File: config.mk
export PLATFORM = sky130hd
export DESIGN_NAME = face_detection_host_ctrl
export DESIGN_NICKNAME = d
export VERILOG_FILES = /design/src/rtl/face_detection_host_ctrl.sv
export SDC_FILE = /design/constraint.sdc
export NUM_CORES = 1
export LEC_CHECK = 0
export CAP_MARGIN = 5
export CORE_UTILIZATION = 55
export DETAILED_ROUTE_END_ITERATION = 12
export PLACE_DENSITY = 0.85
export SYNTH_ARGS = -nofsm -noshare
export SYNTH_HDL_FRONTEND = slang
export SYNTH_SLANG_ARGS = --single-unit
export TNS_END_PERCENT = 10
File: constraint.sdc
create_clock -name s_clk -period 5.9 [get_ports s_clk]
set_input_delay 0.59 -clock s_clk [delete_from_list [all_inputs] [get_ports s_clk]]
set_output_delay 0.59 -clock s_clk [all_outputs]
set_load 0.01 [all_outputs]
File: src/rtl/face_detection_host_ctrl.sv
// rtl/face_detection_host_ctrl.sv - host mailbox sequencer for the face detection IP
//
// Decodes command codes from the single-word host slave port, returns status
// codes or result words on s_readdata, forwards pixels to the detection
// datapath with a valid/ready handshake, tracks the pixel position within the
// frame and drains the result buffer one word per host request.
//
// Ports:
//   s_clk, s_reset        clock, asynchronous active-high reset
//   s_read                host read strobe (informational; status always valid)
//   s_readdata            registered status code or result word
//   s_write, s_writedata  host write strobe and command code / pixel value
//   core_reset            one-cycle datapath reset on host RESET command
//   pix_valid, pix_data   pixel offered to the datapath
//   pix_ready             datapath accepts the pixel when high with pix_valid
//   frame_end             one-cycle pulse on acceptance of the last frame pixel
//   det_done              datapath finished the current frame (level)
//   res_empty, res_data   result buffer empty flag and head word
//   res_pop               one-cycle pop of the result buffer head

module face_detection_host_ctrl #(
    parameter int DATA_WIDTH   = 13,
    parameter int PIXEL_WIDTH  = 8,
    parameter int FRAME_WIDTH  = 800,
    parameter int FRAME_HEIGHT = 600
) (
    input  logic                   s_clk,
    input  logic                   s_reset,
    input  logic                   s_read,
    output logic [DATA_WIDTH-1:0]  s_readdata,
    input  logic                   s_write,
    input  logic [DATA_WIDTH-1:0]  s_writedata,
    output logic                   core_reset,
    output logic                   pix_valid,
    output logic [PIXEL_WIDTH-1:0] pix_data,
    input  logic                   pix_ready,
    output logic                   frame_end,
    input  logic                   det_done,
    input  logic                   res_empty,
    input  logic [DATA_WIDTH-1:0]  res_data,
    output logic                   res_pop
);

    localparam int XW = (FRAME_WIDTH  > 1) ? $clog2(FRAME_WIDTH)  : 1;
    localparam int YW = (FRAME_HEIGHT > 1) ? $clog2(FRAME_HEIGHT) : 1;
    localparam logic [XW-1:0] X_LAST = XW'(FRAME_WIDTH - 1);
    localparam logic [YW-1:0] Y_LAST = YW'(FRAME_HEIGHT - 1);

    // Host command codes
    localparam logic [DATA_WIDTH-1:0] CMD_START_SEND = DATA_WIDTH'(1);
    localparam logic [DATA_WIDTH-1:0] CMD_START_RX   = DATA_WIDTH'(3);
    localparam logic [DATA_WIDTH-1:0] CMD_STOP_RX    = DATA_WIDTH'(4);
    localparam logic [DATA_WIDTH-1:0] CMD_RESET      = DATA_WIDTH'(5);

    // FPGA status codes
    localparam logic [DATA_WIDTH-1:0] STS_IDLE        = DATA_WIDTH'(10);
    localparam logic [DATA_WIDTH-1:0] STS_RX_PIXEL    = DATA_WIDTH'(11);
    localparam logic [DATA_WIDTH-1:0] STS_STOP_RX_PIX = DATA_WIDTH'(12);
    localparam logic [DATA_WIDTH-1:0] STS_SEND_RESULT = DATA_WIDTH'(13);
    localparam logic [DATA_WIDTH-1:0] STS_STOP_RESULT = DATA_WIDTH'(14);
    localparam logic [DATA_WIDTH-1:0] STS_FINISH      = DATA_WIDTH'(15);

    typedef enum logic [3:0] {
        ST_IDLE,
        ST_WAIT_CMD,
        ST_PIX_WAIT,
        ST_PIX_HOLD,
        ST_RES_WAIT,
        ST_RES_ANNOUNCE,
        ST_RES_DATA,
        ST_RES_NEXT,
        ST_FINISH
    } state_t;

    state_t        state;
    logic [XW-1:0] x;
    logic [YW-1:0] y;
    logic          hold_done;   // second cycle of the post-pop status hold reached

    logic unused_read;
    assign unused_read = s_read;

    logic wr_reset;
    assign wr_reset = s_write && (s_writedata == CMD_RESET);

    always_ff @(posedge s_clk or posedge s_reset) begin
        if (s_reset) begin
            state      <= ST_IDLE;
            s_readdata <= STS_IDLE;
            pix_valid  <= 1'b0;
            pix_data   <= '0;
            core_reset <= 1'b0;
            frame_end  <= 1'b0;
            res_pop    <= 1'b0;
            x          <= '0;
            y          <= '0;
            hold_done  <= 1'b0;
        end else begin
            core_reset <= 1'b0;
            frame_end  <= 1'b0;
            res_pop    <= 1'b0;

            // RESET overrides everything, including a pixel accepted this cycle
            if (wr_reset) begin
                core_reset <= 1'b1;
                x          <= '0;
                y          <= '0;
                pix_valid  <= 1'b0;
                hold_done  <= 1'b0;
                state      <= ST_WAIT_CMD;
                s_readdata <= STS_RX_PIXEL;
            end else begin
                case (state)
                    ST_IDLE: ;

                    ST_WAIT_CMD: begin
                        if (s_write && s_writedata == CMD_START_SEND) begin
                            state      <= ST_PIX_WAIT;
                            s_readdata <= STS_STOP_RX_PIX;
                        end else if (s_write && s_writedata == CMD_START_RX) begin
                            state      <= ST_RES_WAIT;
                            s_readdata <= STS_IDLE;
                        end
                    end

                    // Any non-RESET write here is pixel data, whatever its value
                    ST_PIX_WAIT: begin
                        if (s_write) begin
                            pix_data  <= s_writedata[PIXEL_WIDTH-1:0];
                            pix_valid <= 1'b1;
                            state     <= ST_PIX_HOLD;
                        end
                    end

                    ST_PIX_HOLD: begin
                        if (pix_ready) begin
                            pix_valid  <= 1'b0;
                            state      <= ST_WAIT_CMD;
                            s_readdata <= STS_RX_PIXEL;
                            if (x == X_LAST) begin
                                x <= '0;
                                if (y == Y_LAST) begin
                                    y         <= '0;
                                    frame_end <= 1'b1;
                                end else begin
                                    y <= y + 1'b1;
                                end
                            end else begin
                                x <= x + 1'b1;
                            end
                        end
                    end

                    ST_RES_WAIT: begin
                        if (!res_empty) begin
                            state      <= ST_RES_ANNOUNCE;
                            s_readdata <= STS_SEND_RESULT;
                        end else if (det_done) begin
                            state      <= ST_FINISH;
                            s_readdata <= STS_FINISH;
                        end
                    end

                    // Latch the head word so it stays stable while the host reads
                    ST_RES_ANNOUNCE: begin
                        state      <= ST_RES_DATA;
                        s_readdata <= res_data;
                    end

                    ST_RES_DATA: begin
                        if (s_write && s_writedata == CMD_STOP_RX) begin
                            res_pop    <= 1'b1;
                            hold_done  <= 1'b0;
                            state      <= ST_RES_NEXT;
                            s_readdata <= STS_STOP_RESULT;
                        end
                    end

                    // Give the buffer two cycles to present its new head/empty flag
                    ST_RES_NEXT: begin
                        if (!hold_done) begin
                            hold_done <= 1'b1;
                        end else if (s_write && s_writedata == CMD_START_RX) begin
                            state      <= ST_RES_WAIT;
                            s_readdata <= STS_IDLE;
                        end else if (res_empty && det_done) begin
                            state      <= ST_FINISH;
                            s_readdata <= STS_FINISH;
                        end
                    end

                    ST_FINISH: ;

                    default: begin
                        state      <= ST_IDLE;
                        s_readdata <= STS_IDLE;
                    end
                endcase
            end
        end
    end

endmodule

# Word level (Yosys, flattened, before mapping)

Index checks and enable logic that the tools add are counted.

Register bits after elaboration: 50
Input port bits: 33

Eq/ne operators: 23
Reductions and logical operators: 20
Mux-type cells: 48
Add/sub/neg operators: 2
Bitwise logic cells: 1

Operators by type and width:

| operator              | count |
|---|---|
| $mux 13               | 10 |
| $pmux 13 s7           | 1 |
| $mux 10               | 9 |
| $mux 4                | 11 |
| $pmux 4 s8            | 1 |
| $eq 13x3->1 const B   | 2 |
| $add 10x1->10 const B | 2 |
| $eq 10x10->1 const B  | 2 |
| $eq 4x3->1 const B    | 4 |
| $mux 1                | 14 |
| $eq 13x1->1 const B   | 1 |
| $eq 13x2->1 const B   | 1 |
| $ne 3x3->1 const B    | 4 |
| $ne 4x4->1 const B    | 3 |
| $reduce_and 3->1      | 3 |
| $eq 4x2->1 const B    | 2 |
| $reduce_and 8->1      | 1 |
| $reduce_and 7->1      | 1 |
| $reduce_bool 2->1     | 3 |
| $reduce_bool 3->1     | 2 |
| $logic_and 1x1->1     | 5 |
| $eq 4x1->1 const B    | 1 |
| $eq 4x4->1 const B    | 1 |
| $logic_not 4->1       | 1 |
| 6 further kinds       | 9 |

# Longest topological paths before layout

Word-level depth: 6
Gate-level depth with buffers: 7
Depth with buffers taken out: 6

# Worst setup path before layout

Ideal clock, no wire load.

Path kind: input port to flip-flop
Start: input s_writedata[4]
End: register s_readdata[12]
Setup slack: 3.848 ns
Cell stages on the path: 5
Data required time: 5.778 ns
Buffers on the path: 0
Setup time: 0.122 ns
Arrival: 1.931 ns
Cells stage by stage: nor4_4 -> and4_1 -> a2bb2oi_2 -> nand3_2 -> a32o_1

Cells in the longest elaborated chain, start to end: 6
Elaborated cells between the ends (all ways): 21
Classes of those cells: eq/ne: 11; mux: 5; reduce/logical: 5

RTL lines:

| element                | RTL line | RTL |
|---|---|---|
| start: declaration     | 32       | `input logic [DATA_WIDTH-1:0] s_writedata,` |
| $eq 13x2->1            | 120, 183 |  |
| $logic_and 1x1->1      | 120, 183 |  |
| $mux 13                | 183      | `end else if (s_write && s_writedata == CMD_START_RX) begin` |
| $mux 13                | 181      | `if (!hold_done) begin` |
| $pmux 13 s7            | 113      | `case (state)` |
| $mux 13                | 104      | `if (wr_reset) begin` |
| end signal: assignment | 167      | `s_readdata <= res_data;` |
| end: declaration       | 30       | `output logic [DATA_WIDTH-1:0] s_readdata,` |

Several ways; a longest one is shown, not always the timed one. The select of a mux whose other input is x is not followed.
A chain may end at the register's enable or synchronous reset.

# Final worst setup path

Start: input s_writedata[7]
End: register s_readdata[8]

The elaborated chain is that of the path after synthesis.

==> impl_metrics.ini <==
[run_status]
status = finished, final reports clean

[clock_tree]
cts_made_buffers = 5
cts.sinks = 50
cts_resized = 0
clockBufferDepth = 2
ctsHoldBuffers = 0
htreeDepth = 2
clk_latency_ns = 0.31
post_cts_buffers = 0
cts.root.buffer_cell = clkbuf_8
cts_tree = done
clk_pin_slew_ns = 0.09

[place]
dp_worst_setup_slack_ns = 3.04
placed_cells = 395
io_buffers = 56
dpl.hpwl_um = 4760
gp_congestion = 0.872

[global_route]
grt_pass1_wl_um = 11000
overflow = 0
grt_max_degree = 51
antenna_found_initial = 0
grt_pass1_vias = 2321
grt.total_usage_pct = 26.7

[sta]
rsz0062_at_grt = false
fin_ws_ns = 3.32
slew_viol_final = 0
max_slew_margin_pct = 31.1
clock_skew_ns = 0.00623
max_freq_ghz = 0.388
setup_tns_ns = 0
min_period_ns = 2.58
finalCritPeriodShare_pct = 43.7
tightest_slew_ns = 1.03
setup_viol = 0
finalHoldViolCount = 0
hold_slack_ns = 0.504

[floorplanning]
num_io_pins = 58
die_w_um = 73.5
core_mm2 = 0.00482
dieArea_mm2 = 0.00540
die_y_um = 73.5
std_cell_rows = 25
start_util_pct = 58.4

[route]
drt-vias-per-instance = 6.13
remaining_drc_errors = 0
routed_wirelength_um = 6760
drtIter0Drc = 248
dr.pass1.iters = 4
avgRoutedWirePerCell_um = 16.8
final_antenna_net_count = 0
num_vias = 2469

[setup_path]
r2r_slack_ns = 3.61
rr_startpoint = state[0]$_DFFE_PP0P_
worstPathArrival_ns = 2.77
required_ns = 6.10
r2r_end = y[4]$_DFFE_PP0P_
cp-end-kind = flip-flop
critPathLaunchType = input pin
reg2reg_depth = 5
critical_path_class = in2reg
critPathMaxFanout = 10

[hold_path]
min_to = s_readdata[1]$_DFFE_PP1P_
hp-start = s_readdata[1]$_DFFE_PP1P_
hold_class = reg2reg
hold_path_depth = 2

[pwr]
power_density_mw_per_mm2 = 383
p_leak_nw = 1.43
peakVddDrop_v = 0.000260

[logic_synthesis]
yosys-top-cells-area = dfrtp_1 43%, nor2_1 3.5%, a32o_1 3.2%
async_flop_share_pct = 100
yosysTopAreaCell = dfrtp_1
synth-seq-cells = 50
yosys_warnings = 0
synth_edf_count = 0
syn-instance-count = 283
synthFlopType = dfrtp_1
synth_top_area_share_pct = 42.7
ys_types = 60
syn-num-nets = 318
yosysSeqAreaShare_pct = 44.6
synth_area_mm2 = 0.00281
synth_area_per_cell_um2 = 9.94

[cells_and_area]
layout-drive-gt1-share_pct = 8.93
layout.nets = 370
layoutNonFillerInstCount = 403
area.growth.synth_to_final_pct = 23.9
antenna_cells = 0

[job]
maxCapViolCount = 0
==> layout make-up <==
cell class / count / area, um2
Multi-Input combinational cell: 215 / 1470
Fill cell: 364 / 1330
Sequential cell: 50 / 1250
Timing Repair Buffer: 57 / 568
Tap cell: 67 / 83.8
Clock buffer: 6 / 72.6
Inverter: 6 / 22.5
Clock inverter: 2 / 13.8
==> placed cells by master, fill, tap and decap left out, types with 3 or more instances in the layout <==
cell type	netlist	layout
nand3_1	11	11
nor2_1	26	26
inv_1	6	5
mux2_2	8	8
mux2i_1	5	5
clkdlybuf4s50_1	0	56
xnor2_1	5	5
nor2b_1	5	5
nor3_1	9	9
a211o_1	4	4
o31ai_1	4	4
a31oi_1	4	4
xor2_1	3	3
o21a_1	3	3
clkbuf_8	0	5
and4b_1	3	3
a32o_1	9	9
or4_1	4	4
or3_1	3	3
a211oi_1	3	3
and3_1	3	3
dfrtp_1	48	48
a21oi_1	14	14
o21ai_0	9	9
nand4_1	9	9
nand2b_1	5	5
and4_1	5	5
nand2_1	21	21
==> cell families (layout without fill, tap and decap cells) <==
family / Yosys count / in the layout / synth area share, %
flops: 50 / 50 / 44.6
xor+xnor: 8 / 8 / 2.49
buf+inv: 18 / 71 / 3.11
simple gates: 127 / 127 / 27.0
compound gates: 65 / 65 / 16.9
mux: 13 / 13 / 4.98
fa+ha+maj: 2 / 2 / 0.890
==> worst max-delay path, cell delays in order <==
cell	delay (ns)
clkdlybuf4s50_1	0.46
nor4_4	0.48
and4_1	0.38
a2bb2oi_2	0.26
nand3_2	0.26
a32o_1	0.33
==> where the power goes <==
part | internal (mW) | switching, mW
Combinational | 0.321 | 0.280
Sequential | 0.432 | 0.100
Clock | 0.0840 | 0.118
Total | 0.837 | 0.498
==> cell usage after synthesis, types with 6 or more instances <==
master,n
a21oi_1,14
a32o_1,9
clkbuf_1,6
dfrtp_1,48
inv_1,6
mux2_2,8
nand2_1,21
nand3_1,11
nand4_1,9
nor2_1,26
nor3_1,9
o21ai_0,9
==> stage by stage <==
step,instance area [um2],util (%),power [mW]
2_1_floorplan,2810,-,0.904
3_3_place_gp,3400,70.6,1.11
3_5_place_dp,3400,70.6,1.13
4_1_cts,3490,72.4,1.34
5_1_grt,3490,72.4,1.41
6_report,3490,72.4,1.34
==> flip-flops by register name, indices dropped and copies added, names as in the netlist <==
signal	count
core_reset	1
pix_valid	1
x	10
frame_end	1
y	10
pix_data	8
res_pop	1
state	4
s_readdata	13
hold_done	1
==> routing by layer <==
metal / track usage (%) / vias to the layer above / share of wire (%)
met1: 37.2 / 1203 / 46
met5: 0 / - / 0
met3: 6.72 / 10 / 5.8
li1: - / 1183 / -
met2: 40.9 / 73 / 47
met4: 8.97 / 0 / 1.5
==> how the worst max path moves through the flow <==
stage,startpoint,to,slack (ns),cells past startpoint
final,s_writedata[7],s_readdata[8]$_DFFE_PP0P_,3.32,6
after global routing,s_writedata[4],s_readdata[8]$_DFFE_PP0P_,3.21,6
after CTS,s_writedata[4],s_readdata[8]$_DFFE_PP0P_,3.35,6
after detailed placement,s_writedata[4],s_readdata[8]$_DFFE_PP0P_,3.04,6
after global placement,s_writedata[7],s_readdata[12]$_DFFE_PP0P_,3.09,6
after floorplan,s_writedata[4],s_readdata[12]$_DFFE_PP0P_,3.85,5
Note: power is estimated with default switching activity, not from simulation.
